==> src/rtl/sccb_pkg.sv <==
// sccb_pkg: shared types and constants for the OV7670 SCCB register sequencer.
package sccb_pkg;
    typedef enum logic [3:0] {
        INIT_FETCH,
        DELAY,
        IDLE,
        W_CMD,
        W_REG,
        W_VAL,
        R_CMD_A,
        R_REG,
        R_CMD_B,
        R_DATA,
        WAIT_IDLE,
        RESP
    } state_t;

    localparam logic [6:0] DEV_ADDR_OV7670 = 7'h21;
    localparam logic [7:0] DELAY_MARK = 8'hFF;

    typedef struct packed {
        logic [7:0] addr;
        logic [7:0] val;
    } init_entry_t;
endpackage

==> src/rtl/sccb_init_rom.sv <==
// sccb_init_rom: combinational OV7670 boot table; DELAY_MARK entries request a timed pause.
module sccb_init_rom
    import sccb_pkg::*;
(
    input  logic [7:0]  idx,
    output init_entry_t entry
);
    always_comb begin
        case (idx)
            8'd0:    entry = '{addr: 8'h12, val: 8'h80};
            8'd1:    entry = '{addr: DELAY_MARK, val: 8'h00};
            8'd2:    entry = '{addr: 8'h11, val: 8'h01};
            8'd3:    entry = '{addr: 8'h12, val: 8'h04};
            8'd4:    entry = '{addr: 8'h0C, val: 8'h00};
            8'd5:    entry = '{addr: 8'h3E, val: 8'h00};
            8'd6:    entry = '{addr: 8'h40, val: 8'hD0};
            8'd7:    entry = '{addr: 8'h3A, val: 8'h04};
            8'd8:    entry = '{addr: 8'h8C, val: 8'h00};
            8'd9:    entry = '{addr: 8'h17, val: 8'h13};
            8'd10:   entry = '{addr: 8'h18, val: 8'h01};
            8'd11:   entry = '{addr: 8'h32, val: 8'hB6};
            8'd12:   entry = '{addr: 8'h19, val: 8'h02};
            8'd13:   entry = '{addr: 8'h1A, val: 8'h7A};
            8'd14:   entry = '{addr: 8'h03, val: 8'h0A};
            8'd15:   entry = '{addr: 8'h15, val: 8'h00};
            default: entry = '{addr: 8'h11, val: 8'h01};
        endcase
    end
endmodule

==> src/rtl/sccb_reg_sequencer.sv <==
// sccb_reg_sequencer: replays the OV7670 boot table, then serves single register
// read/write requests by driving the i2c master's command and data streams.
module sccb_reg_sequencer
    import sccb_pkg::*;
#(
    parameter int         INIT_LEN       = 64,
    parameter int         DELAY_CYCLES   = 100_000,
    parameter int         TIMEOUT_CYCLES = 65_536,
    parameter logic [6:0] DEV_ADDR       = DEV_ADDR_OV7670
) (
    input  logic       clk,
    input  logic       reset,
    input  logic       req_valid,
    output logic       req_ready,
    input  logic       req_read,
    input  logic [7:0] req_addr,
    input  logic [7:0] req_data,
    output logic       rsp_valid,
    output logic [7:0] rsp_data,
    output logic       rsp_err,
    output logic       init_done,
    output logic [6:0] s_axis_cmd_address,
    output logic       s_axis_cmd_start,
    output logic       s_axis_cmd_read,
    output logic       s_axis_cmd_write,
    output logic       s_axis_cmd_write_multiple,
    output logic       s_axis_cmd_stop,
    output logic       s_axis_cmd_valid,
    input  logic       s_axis_cmd_ready,
    output logic [7:0] s_axis_data_tdata,
    output logic       s_axis_data_tvalid,
    output logic       s_axis_data_tlast,
    input  logic       s_axis_data_tready,
    input  logic [7:0] m_axis_data_tdata,
    input  logic       m_axis_data_tvalid,
    input  logic       m_axis_data_tlast,
    output logic       m_axis_data_tready,
    input  logic       i2c_busy
);
    localparam int DW = DELAY_CYCLES > 1 ? $clog2(DELAY_CYCLES) : 1;

    state_t          state, state_nxt;
    init_entry_t     entry;
    logic [16:0]     tmo_cnt;
    logic [DW-1:0]   dly_cnt;
    logic [7:0]      idx, addr, val, rdata;
    logic            rd, phase, err, abort, req_fire, tmo_hit, last_entry, waiting;
    logic            unused_tlast;

    sccb_init_rom u_rom (.idx(idx), .entry(entry));

    assign unused_tlast       = m_axis_data_tlast;
    assign s_axis_cmd_address = DEV_ADDR;
    assign s_axis_cmd_write   = 1'b0;
    assign req_ready          = state == IDLE && init_done;
    assign req_fire           = req_valid && req_ready;
    assign rsp_valid          = state == RESP && init_done;
    assign rsp_err            = rsp_valid && err;
    assign rsp_data           = rsp_valid && !err ? rdata : 8'h00;
    assign tmo_hit            = tmo_cnt == 17'(TIMEOUT_CYCLES - 1);
    assign last_entry         = idx == 8'(INIT_LEN - 1);
    assign waiting            = state inside {W_CMD, W_REG, W_VAL, R_CMD_A, R_REG, R_CMD_B, R_DATA, WAIT_IDLE};

    always_comb begin
        state_nxt                 = state;
        abort                     = 1'b0;
        s_axis_cmd_valid          = 1'b0;
        s_axis_cmd_start          = 1'b0;
        s_axis_cmd_read           = 1'b0;
        s_axis_cmd_write_multiple = 1'b0;
        s_axis_cmd_stop           = 1'b0;
        s_axis_data_tvalid        = 1'b0;
        s_axis_data_tdata         = 8'h00;
        s_axis_data_tlast         = 1'b0;
        m_axis_data_tready        = 1'b0;
        case (state)
            INIT_FETCH: state_nxt = entry.addr == DELAY_MARK ? DELAY : W_CMD;
            DELAY:      state_nxt = dly_cnt == DW'(DELAY_CYCLES - 1) ? RESP : DELAY;
            IDLE:       state_nxt = !req_fire ? IDLE : req_read ? R_CMD_A : W_CMD;
            W_CMD, R_CMD_A, R_CMD_B: begin
                s_axis_cmd_valid          = 1'b1;
                s_axis_cmd_start          = 1'b1;
                s_axis_cmd_stop           = 1'b1;
                s_axis_cmd_read           = state == R_CMD_B;
                s_axis_cmd_write_multiple = state != R_CMD_B;
                state_nxt = !s_axis_cmd_ready ? state : state == W_CMD ? W_REG : state == R_CMD_A ? R_REG : R_DATA;
            end
            W_REG, W_VAL, R_REG: begin
                s_axis_data_tvalid = 1'b1;
                s_axis_data_tdata  = state == W_VAL ? val : addr;
                s_axis_data_tlast  = state != W_REG;
                state_nxt = !s_axis_data_tready ? state : state == W_REG ? W_VAL : WAIT_IDLE;
            end
            R_DATA: begin
                m_axis_data_tready = 1'b1;
                state_nxt = m_axis_data_tvalid ? WAIT_IDLE : R_DATA;
            end
            // first cycle ignores busy so the master has time to raise it
            WAIT_IDLE:  state_nxt = tmo_cnt != '0 && !i2c_busy ? (rd && !phase ? R_CMD_B : RESP) : WAIT_IDLE;
            RESP:       state_nxt = init_done || last_entry ? IDLE : INIT_FETCH;
            default:    state_nxt = INIT_FETCH;
        endcase
        if (waiting && state_nxt == state && tmo_hit) begin
            state_nxt = RESP;
            abort     = 1'b1;
        end
    end

    always_ff @(posedge clk) begin
        if (reset) begin
            state     <= INIT_FETCH;
            tmo_cnt   <= '0;
            dly_cnt   <= '0;
            idx       <= '0;
            addr      <= '0;
            val       <= '0;
            rdata     <= '0;
            rd        <= 1'b0;
            phase     <= 1'b0;
            err       <= 1'b0;
            init_done <= 1'b0;
        end else begin
            state   <= state_nxt;
            tmo_cnt <= state_nxt != state ? '0 : tmo_cnt + 17'd1;
            dly_cnt <= state == DELAY ? dly_cnt + DW'(1) : '0;
            if (state == INIT_FETCH) begin
                addr  <= entry.addr;
                val   <= entry.val;
                rd    <= 1'b0;
                phase <= 1'b0;
                err   <= 1'b0;
                rdata <= '0;
            end
            if (req_fire) begin
                addr  <= req_addr;
                val   <= req_data;
                rd    <= req_read;
                phase <= 1'b0;
                err   <= 1'b0;
                rdata <= '0;
            end
            if (state == R_CMD_B) phase <= 1'b1;
            if (state == R_DATA && m_axis_data_tvalid) rdata <= m_axis_data_tdata;
            if (abort) begin
                err   <= 1'b1;
                rdata <= '0;
            end
            // boot entries advance through RESP whether written, delayed or aborted
            if (state == RESP && !init_done) begin
                if (last_entry) init_done <= 1'b1;
                else idx <= idx + 8'd1;
            end
        end
    end
endmodule

==> config.mk <==
export PLATFORM = sky130hd
export DESIGN_NAME = sccb_reg_sequencer
export DESIGN_NICKNAME = d
export VERILOG_FILES = /design/src/rtl/sccb_pkg.sv /design/src/rtl/sccb_init_rom.sv /design/src/rtl/sccb_reg_sequencer.sv
export SDC_FILE = /design/constraint.sdc
export NUM_CORES = 1
export LEC_CHECK = 0
export BUFFER_PORTS_ARGS = -buffer_cell sky130_fd_sc_hd__buf_2
export CAP_MARGIN = 20
export CORE_MARGIN = 10
export CORE_UTILIZATION = 35
export DETAILED_ROUTE_END_ITERATION = 12
export GPL_ROUTABILITY_DRIVEN = 0
export GPL_TIMING_DRIVEN = 0
export PLACE_DENSITY_LB_ADDON = 0.12
export RECOVER_POWER = 25
export SLEW_MARGIN = 20
export SYNTH_ARGS = -nofsm -noshare
export SYNTH_HDL_FRONTEND = slang
export SYNTH_HIERARCHICAL = 1
export SYNTH_SLANG_ARGS = --single-unit
==> constraint.sdc <==
create_clock -name clk -period 3.9 [get_ports clk]
set_clock_uncertainty 0.15 [all_clocks]
set_input_delay 0.195 -clock clk [delete_from_list [all_inputs] [get_ports clk]]
set_output_delay 0.195 -clock clk [all_outputs]
set_load 0.005 [all_outputs]
==> results.sh <==
export IMPL_path_clk_slew_ps=60
export IMPL_numCtsBuffers=9
export IMPL_cp_max_fo=11
export IMPL_ctsHoldBuffers=14
export IMPL_io_buffers=58
export IMPL_dr_pass1_iters=4
export IMPL_die_x_um=132.5
export IMPL_drtAntennaViolNets=0
export IMPL_num_rows=41
export IMPL_async_reset_ff_frac=0
export IMPL_grt_pass1_vias=3930
export IMPL_dp_hpwl_um=9018
export IMPL_ios=69
export IMPL_cp_start_kind="flip-flop"
export IMPL_fin_nets=654
export IMPL_core_um2=12520
export IMPL_drt_iter0_markers=255
export IMPL_p_per_area_nw_per_um2=363.6
export IMPL_slew_viol_final=0
export IMPL_cap_violations=0
export IMPL_min_path_type="in -> reg"
export IMPL_max_freq_mhz=270.2
export IMPL_clock_latency_ps=340
export IMPL_grt_overflow=0
export IMPL_ys_types=62
export IMPL_end_kind="flip-flop"
export IMPL_final_setup_tns_ps=0
export IMPL_finalCritPeriodShare=0.9488
export IMPL_drc=0
export IMPL_worstSetupPathType="reg -> reg"
export IMPL_rsz0062_at_grt="false"
export IMPL_antennaDiodeCount=0
export IMPL_initial_core_util=0.3537
export IMPL_p_leak_uw=0.002049
export IMPL_yosysMostFrequentCell="nor2_1"
export IMPL_fin_util=0.4314
export IMPL_die_height_um=132.5
export IMPL_outcome="finished, final reports clean"
export IMPL_htreeDepth=3
export IMPL_arrival_ps=3750
export IMPL_synth_edf_count=0
export IMPL_cts_tree="built"
export IMPL_grt_usage=0.1361
export IMPL_via_per_inst=5.037
export IMPL_yosysTopAreaCell="dfxtp_1"
export IMPL_yosys_most_used_dff="dfxtp_1"
export IMPL_clkSinkCount=74
export IMPL_crit_required_ps=3950
export IMPL_synth_avg_cell_area_um2=8.513
export IMPL_drive_above_1_share=0.2003
export IMPL_drt_wl_total_um=12220
export IMPL_synthTopCellsByCount="nor2_1, dfxtp_1, nand2_1"
export IMPL_grt_pass1_wl_um=20010
export IMPL_tightest_slew_ps=809.0
export IMPL_seq_area_frac_synth=0.3347
export IMPL_dieArea_um2=17550
export IMPL_vias=3959
export IMPL_yosysTopAreaCellShare=0.3347
export IMPL_min_period_ps=3700
export IMPL_setup_viol=0
export IMPL_clockBufferDepth=2
export IMPL_ys_ff_latch=74
export IMPL_syn_cell_area_um2=4427
export IMPL_syn_to_final_growth_pct=21.99
export IMPL_synth_area_leaders="dfxtp_1, nor2_1, mux2i_1"
export IMPL_worst_ir_drop_vdd_v=0.0001551
export IMPL_ctsResizeCount=0
export IMPL_max_slew_margin=0.4565
export IMPL_ys_warn_count=6
export IMPL_grt_max_degree=13
export IMPL_cts_setup_buffers=0
export IMPL_syn_instance_count=520
export IMPL_hold_violations=0
export IMPL_antenna_found_initial=0
export IMPL_routedWlPerCell_um=15.54
export IMPL_cts_root_buffer="clkbuf_16"
[power breakdown]
group,internal (uW),total (uW),switching (uW)
Sequential,769,780,11.1
Combinational,120,304,184
Clock,549,880,330
[placed cells by master (no fill, tap or decap), drive strengths merged, types with 10 or more instances in the layout]
master / netlist / final
a21oi: 17 / 17
xnor2: 16 / 16
and2: 12 / 12
a22oi: 16 / 16
nor2: 83 / 83
nor4: 22 / 22
mux2i: 20 / 20
dlygate4sd3: 0 / 14
xor2: 21 / 21
ha: 12 / 12
clkbuf: 12 / 28
nand3: 24 / 24
a211oi: 18 / 18
o21ai: 10 / 10
inv: 14 / 14
dfxtp: 74 / 74
buf: 26 / 81
nand2: 28 / 28
and3: 13 / 13
nand2b: 12 / 12
[routing by layer]
| metal | part of all wire | wire length [um] | track usage | vias up |
|---|---|---|---|---|
| li1 | - | - | - | 2013 |
| met1 | 0.50 | 6067 | 0.1794 | 1828 |
| met2 | 0.43 | 5307 | 0.2097 | 103 |
| met3 | 0.050 | 611 | 0.03028 | 15 |
| met4 | 0.019 | 231 | 0.05623 | 0 |
| met5 | 0 | 0 | 0 | - |
[state kept, by name (all words and copies together) (netlist names)]
register	cells
addr	8
dly_cnt	17
err	1
idx	8
init_done	1
phase	1
rd	1
rdata	8
state	4
tmo_cnt	17
val	8
[per-stage QoR]
stage | area, um^2 | std cells | hold WS, ps | power, uW | setup WS, ps
6_report | 5400 | 786 | 4.125 | 1963 | 199.6
5_1_grt | 5400 | 786 | 22.65 | 2038 | 15.70
4_1_cts | 5411 | 786 | 0.2856 | 1976 | 226.6
3_5_place_dp | 4955 | 756 | 300.6 | 1087 | 233.3
3_3_place_gp | 4955 | 756 | 293.4 | 1089 | 239.7
2_1_floorplan | 4449 | 526 | 196.9 | 1005 | 892.2
[kinds of logic (layout without fill, tap and decap cells)]
kind of cell    Yosys count  in the layout  share of synthesized area
xor+xnor                 37             37                    0.07321
other cells               2              8                   0.001697
fa+ha+maj                12             12                    0.03392
mux                      22             22                    0.05031
flops                    74             74                     0.3347
simple gates            239            239                     0.3005
compound gates           82             82                     0.1391
buf+inv                  52            140                    0.06670
[final timing paths]
path	from	to	slack, ps	cells after the start
worst max-delay path	idx[0]	tmo_cnt[8]	200	13
worst min-delay path	req_data[2]	val[2]	4	3
worst max register to register	idx[0]	tmo_cnt[8]	200	13
worst min register to register	dly_cnt[0]	dly_cnt[0]	310	1
[area by class of cell]
type                       count  area [um^2]
clock inverter                 3        46.29
clock buffer                  13        270.3
sequential                    74         1481
timing repair buffer          72        429.2
fill                        1303         7117
multi-input combinational    400         2668
tap                          172        215.2
inverter                      14        52.55
buffer                        38        237.7
[critical path, stage by stage (launching register included)]
cell	delay (ps)
dfxtp_1	560
inv_1	150
ha_1	310
mux2_2	310
a22o_1	240
nand2_1	100
nand4_1	70
o21ai_0	260
nand4b_1	220
o21ai_0	240
nand4b_2	290
a21oi_4	370
buf_6	220
nor4_2	60
Power figures use the tool's default switching activity.
